[src/rtl/trap_pkg.sv]
// Shared types and constants for the trap sequencer: FSM states, event kinds
// and the mcause codes the sequencer produces or recognises.
package trap_pkg;

  typedef enum logic [1:0] {
    StIdle,
    StFlush,
    StWrcsr,
    StRedirect
  } trap_state_e;

  typedef enum logic [1:0] {
    KindTrap,
    KindTrapIrq,
    KindRet
  } trap_kind_e;

  localparam logic [3:0]  CAUSE_ILLEGAL  = 4'd2;
  localparam logic [3:0]  CAUSE_BREAK    = 4'd3;
  localparam logic [3:0]  CAUSE_ECALL_M  = 4'd11;
  localparam logic [3:0]  CAUSE_MTI      = 4'd7;
  localparam int unsigned MCAUSE_IRQ_BIT = 63;

  function automatic logic [63:0] align4(input logic [63:0] addr);
    return addr & ~64'h3;
  endfunction

endpackage

[src/rtl/trap_target_calc.sv]
// Combinational fetch-redirect target: mepc for mret, mtvec base for traps,
// plus the vectored offset for interrupts when mtvec selects vectored mode.
module trap_target_calc
  import trap_pkg::*;
#(
  parameter bit VECTORED_EN = 1'b1
) (
  input  trap_kind_e  kind_i,
  input  logic [3:0]  cause_i,
  input  logic [63:0] mtvec_i,
  input  logic [63:0] mepc_i,
  output logic [63:0] target_o
);

  always_comb begin
    target_o = align4(mtvec_i);
    unique case (kind_i)
      KindRet: target_o = align4(mepc_i);
      KindTrapIrq: begin
        if (VECTORED_EN && (mtvec_i[1:0] == 2'b01)) begin
          target_o = align4(mtvec_i) + {58'd0, cause_i, 2'b00};
        end
      end
      default: ;
    endcase
  end

endmodule

[src/rtl/trap_ctrl.sv]
// Trap sequencer: captures exception/mret/interrupt events from commit, flushes the
// pipeline, writes mepc/mcause to the CSR file and redirects fetch.
module trap_ctrl
  import trap_pkg::*;
#(
  parameter int unsigned FLUSH_CYCLES = 2,
  parameter bit          VECTORED_EN  = 1'b1
) (
  input  logic        clk,
  input  logic        rst,
  input  logic        exc_valid_i,
  input  logic [3:0]  exc_cause_i,
  input  logic [63:0] exc_pc_i,
  input  logic        mret_valid_i,
  input  logic        irq_pending_i,
  input  logic        commit_valid_i,
  input  logic [63:0] commit_pc_next_i,
  input  logic [63:0] mtvec_val_i,
  input  logic [63:0] mepc_val_i,
  output logic        excep_wen_o,
  output logic [63:0] mepc_overri_o,
  output logic [63:0] mcause_overri_o,
  output logic        flush_o,
  output logic        stall_o,
  output logic        redirect_valid_o,
  output logic [63:0] redirect_pc_o,
  input  logic        redirect_ready_i,
  output logic [31:0] trap_count_o
);

  localparam logic [3:0]  FlushLoad   = 4'(FLUSH_CYCLES - 1);
  localparam logic [63:0] McauseIrqMt = (64'd1 << MCAUSE_IRQ_BIT) | {60'd0, CAUSE_MTI};

  trap_state_e state_q;
  trap_kind_e  kind_q;
  logic [3:0]  flush_cnt_q;
  logic [63:0] mepc_lat_q, mcause_lat_q;
  logic        excep_wen_q, flush_q, stall_q, redirect_valid_q;
  logic [63:0] mepc_overri_q, mcause_overri_q, redirect_pc_q;
  logic [31:0] trap_count_q;
  logic [63:0] target;

  trap_target_calc #(
    .VECTORED_EN(VECTORED_EN)
  ) u_target (
    .kind_i  (kind_q),
    .cause_i (mcause_lat_q[3:0]),
    .mtvec_i (mtvec_val_i),
    .mepc_i  (mepc_val_i),
    .target_o(target)
  );

  always_ff @(posedge clk) begin
    if (rst) begin
      state_q          <= StIdle;
      kind_q           <= KindTrap;
      flush_cnt_q      <= '0;
      mepc_lat_q       <= '0;
      mcause_lat_q     <= '0;
      excep_wen_q      <= 1'b0;
      flush_q          <= 1'b0;
      stall_q          <= 1'b0;
      redirect_valid_q <= 1'b0;
      mepc_overri_q    <= '0;
      mcause_overri_q  <= '0;
      redirect_pc_q    <= '0;
      trap_count_q     <= '0;
    end else begin
      unique case (state_q)
        StIdle: begin
          if (exc_valid_i || mret_valid_i || (irq_pending_i && commit_valid_i)) begin
            state_q     <= StFlush;
            flush_q     <= 1'b1;
            stall_q     <= 1'b1;
            flush_cnt_q <= FlushLoad;
          end
          if (exc_valid_i) begin
            kind_q       <= KindTrap;
            mepc_lat_q   <= exc_pc_i;
            mcause_lat_q <= {60'd0, exc_cause_i};
          end else if (mret_valid_i) begin
            kind_q <= KindRet;
          end else if (irq_pending_i && commit_valid_i) begin
            kind_q       <= KindTrapIrq;
            mepc_lat_q   <= commit_pc_next_i;
            mcause_lat_q <= McauseIrqMt;
          end
        end
        StFlush: begin
          if (flush_cnt_q == 4'd0) begin
            flush_q <= 1'b0;
            if (kind_q == KindRet) begin
              state_q          <= StRedirect;
              redirect_valid_q <= 1'b1;
              redirect_pc_q    <= target;
            end else begin
              state_q         <= StWrcsr;
              excep_wen_q     <= 1'b1;
              mepc_overri_q   <= mepc_lat_q;
              mcause_overri_q <= mcause_lat_q;
            end
          end else begin
            flush_cnt_q <= flush_cnt_q - 4'd1;
          end
        end
        StWrcsr: begin
          // Target is sampled only after the CSR write strobe has been issued.
          state_q          <= StRedirect;
          excep_wen_q      <= 1'b0;
          mepc_overri_q    <= '0;
          mcause_overri_q  <= '0;
          redirect_valid_q <= 1'b1;
          redirect_pc_q    <= target;
        end
        StRedirect: begin
          if (redirect_ready_i) begin
            state_q          <= StIdle;
            stall_q          <= 1'b0;
            redirect_valid_q <= 1'b0;
            redirect_pc_q    <= '0;
            if (kind_q != KindRet) trap_count_q <= trap_count_q + 32'd1;
          end
        end
        default: state_q <= StIdle;
      endcase
    end
  end

  assign excep_wen_o      = excep_wen_q;
  assign mepc_overri_o    = mepc_overri_q;
  assign mcause_overri_o  = mcause_overri_q;
  assign flush_o          = flush_q;
  assign stall_o          = stall_q;
  assign redirect_valid_o = redirect_valid_q;
  assign redirect_pc_o    = redirect_pc_q;
  assign trap_count_o     = trap_count_q;

endmodule
[config.mk]
export PLATFORM = sky130hd
export DESIGN_NAME = trap_ctrl
export DESIGN_NICKNAME = d
export VERILOG_FILES = /design/src/rtl/trap_pkg.sv /design/src/rtl/trap_target_calc.sv /design/src/rtl/trap_ctrl.sv
export SDC_FILE = /design/constraint.sdc
export NUM_CORES = 1
export LEC_CHECK = 0
export ABC_AREA = 0
export CORE_MARGIN = 2
export CORE_UTILIZATION = 35
export CTS_BUF_LIST = sky130_fd_sc_hd__clkbuf_4 sky130_fd_sc_hd__clkbuf_8 sky130_fd_sc_hd__clkbuf_16
export DETAILED_ROUTE_END_ITERATION = 12
export GPL_TIMING_DRIVEN = 0
export PLACE_DENSITY = 0.7
export SKIP_LAST_GASP = 1
export SLEW_MARGIN = 20
export SYNTH_ARGS = -nofsm -noshare
export SYNTH_HDL_FRONTEND = slang
export SYNTH_SLANG_ARGS = --single-unit
[constraint.sdc]
create_clock -name clk -period 4.9 [get_ports clk]
set_input_delay 1.225 -clock clk [delete_from_list [all_inputs] [get_ports clk]]
set_output_delay 1.225 -clock clk [all_outputs]
set_load 0.005 [all_outputs]
# [Yosys cells after proc, flatten, opt, wreduce, memory -nomap -nowiden]
# Index checks and enable logic that the tools add are counted.
[word_totals] regBits=364 input_bits=267 out_inout_bits=228 elab_cells=90
[op_classes] n_addsub=3 n_eq_ne=14 mux=40 reduce_logical=20
[op_table] operator="64-bit 2-to-1 mux" count=14
[op_table] operator="64-bit case mux with 2 select lines" count=3
[op_table] operator="64-bit case mux with 3 select lines" count=1
[op_table] operator="64-bit by 6-bit adder with 64-bit output" count=1
[op_table] operator="32-bit by 1-bit adder with 32-bit output (second input constant)" count=1
[op_table] operator="3-bit AND reduction" count=7
[op_table] operator="2-bit inequality test (second input constant)" count=8
[op_table] operator="2-bit 2-to-1 mux" count=6
[op_table] operator="1-bit 2-to-1 mux" count=8
[op_table] operator="4-bit 2-to-1 mux" count=2
[op_table] operator="2-bit case mux with 4 select lines" count=1
[op_table] operator="4-bit case mux with 2 select lines" count=1
[op_table] operator="2-bit nonzero test" count=4
[op_table] operator="2-bit by 1-bit equality test with 1-bit output (second input constant)" count=3
[op_table] operator="2-bit equality test (second input constant)" count=3
[op_table] operator="1-bit case mux with 2 select lines" count=3
[op_table] operator="3-bit nonzero test" count=2
[op_table] operator="4-bit zero test" count=1
[op_table] operator="4-bit AND reduction" count=1
[op_table] operator="4-bit by 1-bit subtractor with 4-bit output (second input constant)" count=1
[op_table] operator="1-bit case mux with 3 select lines" count=1
[op_table] operator="2-bit zero test" count=1
[op_table] operator="1-bit logical OR" count=2
[op_table] operator="2-bit AND reduction" count=1
[op_table] operator="1-bit logical AND" count=1

# [Depth between registers and ports, before layout]
# Gate-level depths: netlist of the first run.
[depth] depth_word=6 depth_mapped=10

# [By module]
# From an unflattened synthesis of the first run, not the netlist that was laid out.
[unflattened] cells_unflattened=1735 area_unflattened_um2=14108.5
[by_module_without_submodules] mod="trap_ctrl" instances=1 cells_each=1261 area_per_inst_um2=11357.1 seq_area_each_um2=4924.7
[by_module_without_submodules] mod="trap_target_calc" instances=1 cells_each=474 area_per_inst_um2=2751.4 seq_area_each_um2=0.0

# [Least setup slack after synthesis of the first run]
# No wires, ideal clock.
[synth_path] path_type="input to register" startpoint="input port mtvec_val_i[2]" endpoint="register redirect_pc_q[38], in the netlist redirect_pc_o[38]" setup_time_ns=0.139 t_arrival_ns=3.271 path_slack_ns=1.491 stages=9 path_buffers=0 cell_sequence="ha_1 -> inv_1 -> fa_1 -> nand2b_1 -> a211oi_1 -> nand4_1 -> nor4_1 -> mux2i_1 -> o221ai_1"
[synth_between] elab_chain_cells=6
[synth_rtl] item="start: declaration" line_no="trap_ctrl.sv:18" rtl="input logic [63:0] mtvec_val_i,"
[synth_rtl] item="64-bit by 6-bit adder with 64-bit output *" line_no="trap_target_calc.sv:21" rtl="target_o = align4(mtvec_i) + {58'd0, cause_i, 2'b00};"
[synth_rtl] item="64-bit 2-to-1 mux *" line_no="trap_target_calc.sv:20" rtl="if (VECTORED_EN && (mtvec_i[1:0] == 2'b01)) begin"
[synth_rtl] item="64-bit case mux with 2 select lines *" line_no="trap_target_calc.sv:17" rtl="unique case (kind_i)"
[synth_rtl] item="64-bit 2-to-1 mux" line_no="trap_ctrl.sv:92" rtl="if (kind_q == KindRet) begin"
[synth_rtl] item="64-bit 2-to-1 mux" line_no="trap_ctrl.sv:90" rtl="if (flush_cnt_q == 4'd0) begin"
[synth_rtl] item="64-bit case mux with 3 select lines *" line_no="trap_ctrl.sv:69" rtl="unique case (state_q)"
[synth_rtl] item="end signal: assignment" line_no="trap_ctrl.sv:95" rtl="redirect_pc_q <= target;"
[synth_rtl] item="end signal: assignment" line_no="trap_ctrl.sv:113" rtl="redirect_pc_q <= target;"
[synth_rtl] item="end: declaration" line_no="trap_ctrl.sv:39" rtl="logic [63:0] mepc_overri_q, mcause_overri_q, redirect_pc_q;"
# Every way passes the cells marked *; elsewhere a longest branch is shown, timed or not. The select of a mux whose other input is x is not followed.
# A chain may end at the register's enable or synchronous reset.

# [Final worst setup path of the first run]
# Ends and elaborated chain as after synthesis.

==> impl_results.md, run 1 <==
* Setup TNS Final at 0 ns
* Leakage dissipation at 0.00697 uW
* Setup crit end kind: register
* Post-placement cell count at 2,525
* Hold slack at 0.459 ns
* Max Cap Viol at 0
* Gr ovfl total at 0
* Asr flop ratio synth at 0%
* Largest family of logic cells by synthesized area: simple AND/OR/NAND/NOR gates
* Post-Synth XOR/XNOR Area at 2.45%
* Clk sinks at 244
* Area Growth Syn to Fin at 47.3%
* CTS Buffer Depth at 3
* Final Hold Violating Endpoints at 0
* Root Driver: clkbuf_16
* Slowest CP cell: nor4_1
* Max Slew Vio Count at 0
* Crit path largest cell delay at 0.59 ns
* Setup repair after global routing missed its margin: no
* Compound-gate portion of the synthesized area at 19.7%
* DRT Pass-1 Iters at 6
* Vias per cell at 5.46
* Peak VDD IR at 0.000263 V
* IO Pins at 495
* Starting Density at 35.3%
* First-pass GRT wire length at 81,000 microns
* CTS tree: built
* Die area at 0.0383 sq mm
* Net count, final at 2,369
* Final setup violation count at 0
* DP HPWL at 42,000 microns
* Share of cells above drive strength 1 at 6.03%
* Fmax at 236 MHz
* Setup CP Type: in2reg
* Synth Area per Inst at 8.20 sq um
* Critical path fanouts, max at 8
* Worst-margin pin slew at 1.26 ns
* Status: completed
* Tmin final at 4.24 ns
* Post-Route WL at 54,200 microns
* DRT iter0 DRCs at 1,180
* Per-cell routed wire length at 21.0 microns
* YS warnings at 0
* Post-Syn Instances at 1,568
* Routed vias at 14,072
* H-Tree Depth at 1
* Power density over the cells at 436 mW/mm^2
* Clock Latency Late Sink at 0.57 ns
* Slew headroom at 16.0%
* Startpoint Class: input port
* Post-CTS Setup Bufs at 0
* Antenna Nets Post-Route at 0
* Most used DFF post-synth: dfxtp_1
* Vias in the first global route at 13,968
* CP Cell Sequence: clkdlybuf4s50_1, ha_1, inv_1, fa_1, nand2b_1, a211oi_1, nand4_1, nor4_1, mux2i_1, o221ai_1
* Num CTS Buffers at 28
* Post-synthesis sequential area ratio at 38.0%
* WP data required at 5.32 ns
* Routability cong. at 0.924
* # DRC at 0
* Core Area at 0.0364 sq mm
* Register bit total from synthesis at 244
* Die height at 196 microns
* Worst Slack Setup Final at 0.655 ns
* Die width at 196 microns
* Dpl ws at 0.238 ns
* Netlist Area Pre-Place at 0.0129 sq mm
* Post-CTS Hold Buffers at 0
* Simple logic cell fraction of the synthesized area at 23.4%
* Largest net degree at the start of global routing at 16
* Fin crit share at 86.6%
* Netlist cell types at 66
* Final cell count without fillers at 2,577
* Critical path arrival at 4.66 ns
* Post-synth EDFFs at 0
* IO Port Bufs at 429
* Setup Skew at 0.0161 ns
* Row count at 70
* Proportion of synthesized area in mux cells at 7.35%
* CTS resizes at 0
* Worst-path clk slew at 0.06 ns
* Worst Hold Class: reg2reg
* Adder-Cell Fraction of Synth Area at 1.52%
* Initial antenna violation count at 5
* Power, Total at 8250 uW
* # fillers at 3,469
* Total track usage at 27.1%
## final timing paths
path / from / depth (start not counted) / slack [ns] / endpoint
hold reg to reg: redirect_pc_o[6] / 2 / 0.46 / redirect_pc_o[6]
setup / recovery: mtvec_val_i[2] / 10 / 0.66 / redirect_pc_o[38]
hold / removal: redirect_pc_o[6] / 2 / 0.46 / redirect_pc_o[6]
setup reg to reg: mcause_lat_q[0] / 9 / 1.36 / redirect_pc_o[38]
## where the power goes
part           switching (uW)  leakage (uW)  internal, uW
Sequential                283       0.00199          2440
Combinational            1960       0.00452          1410
Clock                     884      0.000463          1270
Total                    3130       0.00697          5120
## cell families (layout without fill, tap and decap cells)
| kind of cell | Yosys count | in the layout |
|---|---|---|
| AND/OR/NAND/NOR | 609 | 609 |
| other | 1 | 64 |
| multiplexers | 94 | 94 |
| AO/OA/AOI/OAI | 374 | 374 |
| XOR/XNOR | 36 | 36 |
| adder cells (fa/ha/maj) | 15 | 15 |
| buffers and inverters | 195 | 673 |
| flip-flops | 244 | 244 |
## routing by layer
layer / wire [microns] / track usage, % / vias up / part of all wire, %
met5: 29 / 0 / - / 0.054
li1: - / - / 6612 / -
met3: 5050 / 6.31 / 128 / 9.3
met1: 21800 / 33.6 / 6585 / 40
met2: 25100 / 45.6 / 743 / 46
met4: 2300 / 11.0 / 4 / 4.2
## critical path, delay by kind of cell
family | cells | cell delay, ns
compound gates | 2 | 0.60
buf+inv | 2 | 0.60
fa+ha+maj | 2 | 0.64
simple gates | 3 | 1.33
mux | 1 | 0.26
## per-stage QoR
step | utilization, % | area [sq um]
after floorplan | - | 13100
after global placement | 49.3 | 18000
after detailed placement | 49.3 | 18000
after CTS | 51.9 | 18900
after global routing | 52.0 | 18900
final | 52.0 | 18900
## cell usage after synthesis, types with 3 or more instances
master,number,share of area (%)
a22o_1,16,1.1
nor3b_1,71,4.1
o221ai_1,11,0.75
o22ai_1,9,0.44
or3_1,12,0.58
a221oi_1,4,0.27
mux2i_1,91,7.1
o311a_1,3,0.23
or4_1,4,0.23
clkbuf_1,105,3.1
buf_4,61,3.6
o31ai_1,8,0.47
nor2b_1,3,0.15
a311oi_1,3,0.20
a31oi_1,7,0.34
nor3_1,27,1.1
nand3b_1,3,0.18
nand2_1,111,3.2
a221o_1,8,0.62
inv_1,20,0.58
o311ai_0,3,0.20
nor2_1,247,7.2
and3_1,6,0.29
ha_1,14,1.4
a32oi_1,10,0.68
a222oi_1,4,0.31
o21ai_0,45,1.8
buf_1,5,0.15
nand2b_1,5,0.24
nand4_1,30,1.5
a32o_1,3,0.23
xor2_1,27,1.8
mux2_2,3,0.26
xnor2_1,9,0.61
and4_1,13,0.89
a211oi_1,76,4.4
a22oi_1,35,2.0
o211ai_1,7,0.41
dfxtp_1,244,38
o31a_1,5,0.34
nor4_1,13,0.63
nand3_1,44,1.7
and2_1,11,0.54
a21oi_1,106,4.1
## registers in the layout, indices dropped and copies added, names as in the netlist, 2 cells and up
name	flops
kind_q	2
redirect_pc_o	62
mepc_overri_o	64
state_q	2
mcause_lat_q	5
mcause_overri_o	5
trap_count_o	32
flush_cnt_q	4
mepc_lat_q	64
## layout make-up
| cell class | instances | area [sq um] | share of cell area, % |
|---|---|---|---|
| repair buffers | 429 | 4290 | 22.7 |
| diodes | 3 | 7.51 | 0.0396 |
| well taps | 468 | 586 | 3.09 |
| multi-input cells | 1189 | 7250 | 38.3 |
| plain buffers | 174 | 892 | 4.71 |
| inverters | 21 | 78.8 | 0.416 |
| flip-flops and latches | 244 | 4880 | 25.8 |
| clock buffers | 38 | 813 | 4.29 |
| clock inverters | 11 | 140 | 0.740 |
## cells in the final DEF, fill, tap and decap left out, types with 9 or more instances in the layout
cell               n
nor3_1            27
o22ai_1            9
a22o_1            16
a211oi_1          76
inv_1             20
clkdlybuf4s50_1  429
dfxtp_1          244
and2_1            11
nand2_1          111
mux2i_1           91
nor2_1           247
a22oi_1           35
clkbuf_16         28
nor3b_1           71
ha_1              14
nand4_1           30
o221ai_1          11
a32oi_1           10
xor2_1            27
or3_1             12
clkbuf_1         105
xnor2_1            9
nand3_1           44
buf_4             61
nor4_1            11
and4_1            13
conb_1            61
a21oi_1          106
o21ai_0           45
(Power assumes the default switching activity.)
==> run 2: changes to the inputs <==
--- a/config.mk
+++ b/config.mk
@@ -5,7 +5,7 @@
 export SDC_FILE = /design/constraint.sdc
 export NUM_CORES = 1
 export LEC_CHECK = 0
-export ABC_AREA = 0
+export CAP_MARGIN = 20
 export CORE_MARGIN = 2
 export CORE_UTILIZATION = 35
 export CTS_BUF_LIST = sky130_fd_sc_hd__clkbuf_4 sky130_fd_sc_hd__clkbuf_8 sky130_fd_sc_hd__clkbuf_16
==> results of run 2 <==
The final DEF is identical to that of run 1; final timing and power are the same.
==> run 3: changes to the inputs <==
--- a/config.mk
+++ b/config.mk
@@ -6,11 +6,10 @@
 export NUM_CORES = 1
 export LEC_CHECK = 0
 export CAP_MARGIN = 20
-export CORE_MARGIN = 2
+export CORE_MARGIN = 8
 export CORE_UTILIZATION = 35
 export CTS_BUF_LIST = sky130_fd_sc_hd__clkbuf_4 sky130_fd_sc_hd__clkbuf_8 sky130_fd_sc_hd__clkbuf_16
 export DETAILED_ROUTE_END_ITERATION = 12
-export GPL_TIMING_DRIVEN = 0
 export PLACE_DENSITY = 0.7
 export SKIP_LAST_GASP = 1
 export SLEW_MARGIN = 20
==> run 3 against run 2 <==
Via count fell by 5.8%; die area rose by 13%; setup slack improved by 0.44 ns; hold slack got worse by 0.0035 ns.
==> impl_results.md, run 3 (synthesis gave the netlist of run 1 again) <==
* Status: completed (unchanged)
* Post-Route WL at 49,800 microns (was 54,200 microns)
* Fin crit share at 77.6% (was 86.6%)
* Final setup violation count at 0 (unchanged)
* Clk sinks at 244 (unchanged)
* Num CTS Buffers at 28 (unchanged)
* FF-to-FF setup slack at 1.78 ns (was 1.36 ns)
* Fin area at 0.0184 sq mm (was 0.0189 sq mm)
* Antenna Nets Post-Route at 0 (unchanged)
* Max Slew Vio Count at 0 (unchanged)
* WP data required at 5.36 ns (was 5.32 ns)
* Commonest non-fill, non-tap cells in the layout: clkdlybuf4s50_1 (429), nor2_1 (245), dfxtp_1 (244) (was clkdlybuf4s50_1 (429), nor2_1 (247), dfxtp_1 (244))
* Worst Hold Class: reg2reg (unchanged)
* DRT Pass-1 Iters at 5 (was 6)
* Dpl cell area at 0.0174 sq mm (was 0.0180 sq mm)
* Critical path arrival at 4.26 ns (was 4.66 ns)
* Routed vias at 13,257 (was 14,072)
* Largest net degree at the start of global routing at 141 (was 16)
* Routability cong. at 0.909 (was 0.924)
* Setup Skew at 0.0137 ns (was 0.0161 ns)
* DP HPWL at 36,600 microns (was 42,000 microns)
* Hold Path End: redirect_pc_o[2] (was redirect_pc_o[6])
* DRT iter0 DRCs at 1,041 (was 1,180)
* Core Area at 0.0364 sq mm (unchanged)
* First-pass GRT wire length at 76,500 microns (was 81,000 microns)
* Clock Latency Late Sink at 0.57 ns (about the same)
* Initial antenna violation count at 1 (was 5)
* Per-cell routed wire length at 20.5 microns (was 21.0 microns)
* Peak VDD IR at 0.000309 V (was 0.000263 V)
* Critical path fanouts, max at 6 (was 8)
* IO Pins at 495 (unchanged)
* Tmin final at 3.80 ns (was 4.24 ns)
* Worst setup path start: mtvec_val_i[2] (unchanged)
* R2r worst-path depth at 7 (was 9)
* Setup TNS Final at 0 ns (unchanged)
* # fillers at 3,423 (was 3,469)
* Commonest non-fill, non-tap cell in the layout: clkdlybuf4s50_1 (unchanged)
* Worst Slack Setup Final at 1.10 ns (was 0.655 ns)
* Root Driver: clkbuf_16 (unchanged)
* Setup repair after global routing missed its margin: no (unchanged)
* Hold slack at 0.456 ns (was 0.459 ns)
* Vias in the first global route at 13,054 (was 13,968)
* Row count at 70 (unchanged)
* Die width at 208 microns (was 196 microns)
* Area Growth Syn to Fin at 43.4% (was 47.3%)
* Hold path startpoint: redirect_pc_o[2] (was redirect_pc_o[6])
* Dpl ws at 0.659 ns (was 0.238 ns)
* Die area at 0.0431 sq mm (was 0.0383 sq mm)
* CTS Buffer Depth at 3 (unchanged)
* CTS tree: built (unchanged)
* Hold path cells at 2 (unchanged)
* Die height at 208 microns (was 196 microns)
* IO Port Bufs at 431 (was 429)
* Final Hold Violating Endpoints at 0 (unchanged)
* Total track usage at 21.6% (was 27.1%)
* Slew headroom at 32.3% (was 16.0%)
* Post-CTS Hold Buffers at 0 (unchanged)
* Leakage dissipation at 0.00670 uW (was 0.00697 uW)
* Gr ovfl total at 0 (unchanged)
* Startpoint Class: input port (unchanged)
* Share of cells above drive strength 1 at 5.04% (was 6.03%)
* Worst-path clk slew at 0.07 ns (was 0.06 ns)
* H-Tree Depth at 1 (unchanged)
* Starting Density at 35.3% (unchanged)
* Setup CP Type: in2reg (unchanged)
* Vias per cell at 5.45 (was 5.46)
* Power density over the cells at 450 mW/mm^2 (was 436 mW/mm^2)
* Max Cap Viol at 0 (unchanged)
* Worst-margin pin slew at 1.02 ns (was 1.26 ns)
* Worst R2R End: redirect_pc_o[9] (was redirect_pc_o[38])
* # DRC at 0 (unchanged)
* CTS resizes at 0 (unchanged)
* Net count, final at 2,224 (was 2,369)
* RR Startpoint: state_q[1] (was mcause_lat_q[0])
* Setup crit end kind: register (unchanged)
* Post-CTS Setup Bufs at 0 (unchanged)
* Power, Total at 8290 uW (was 8250 uW)
* Fmax at 263 MHz (was 236 MHz)
run 3: cell types whose count changed in the layout (fill, tap and decap cells not counted), moves of 3 or more:
cell,previous run,this run
clkinv_4,0,3
clkbuf_4,4,0
bufinv_16,2,7
buf_1,5,0
clkbuf_1,105,0
buf_4,61,27
run 3: final cells by class:
cell class	instances	area (sq um)	share of cell area [%]
timing repair buffer	458	4530	24.6
clock inverter	19	317	1.72
clock buffer	32	756	4.10
antenna	2	5.00	0.0271
sequential	244	4880	26.5
multi-input combinational	1189	7290	39.5
tap	468	586	3.18
inverter	21	78.8	0.427
run 3: worst max-delay path by stage:
stage | to | slack, ns | cells past startpoint
after global routing | redirect_pc_o[28] | 1.06 | 9
after CTS | redirect_pc_o[52] | 1.25 | 10
after detailed placement | redirect_pc_o[52] | 0.66 | 10
final | redirect_pc_o[52] | 1.10 | 10
after floorplan | redirect_pc_o[38] | 1.49 | 9
after global placement | redirect_pc_o[52] | 0.71 | 10
run 3: power breakdown:
group | total (uW) | switching (uW) | internal [uW]
Sequential | 2700 | 259 | 2440
Combinational | 3180 | 1800 | 1380
Clock | 2410 | 927 | 1480
Total | 8290 | 2980 | 5310
run 3: critical path, stage by stage:
cell             delay [ns]
clkdlybuf4s50_1        0.53
ha_1                   0.21
inv_1                  0.07
fa_1                   0.40
nand2b_1               0.19
a21oi_1                0.41
nand3_1                0.33
nor4_1                 0.45
mux2i_1                0.16
a221o_1                0.27
run 3: layer usage:
metal	wire (microns)	part of all wire [%]	GRT usage [%]
met1	20000	40	26.0
met2	23700	48	36.9
met3	4570	9.2	6.33
met4	1510	3.0	6.51
met5	0	0	0
run 3: stage by stage:
step,utilization (%),cells
6_report,50.6,2433
5_1_grt,50.6,2432
4_1_cts,50.6,2431
3_5_place_dp,47.7,2380
3_3_place_gp,47.7,2380
2_1_floorplan,-,1628
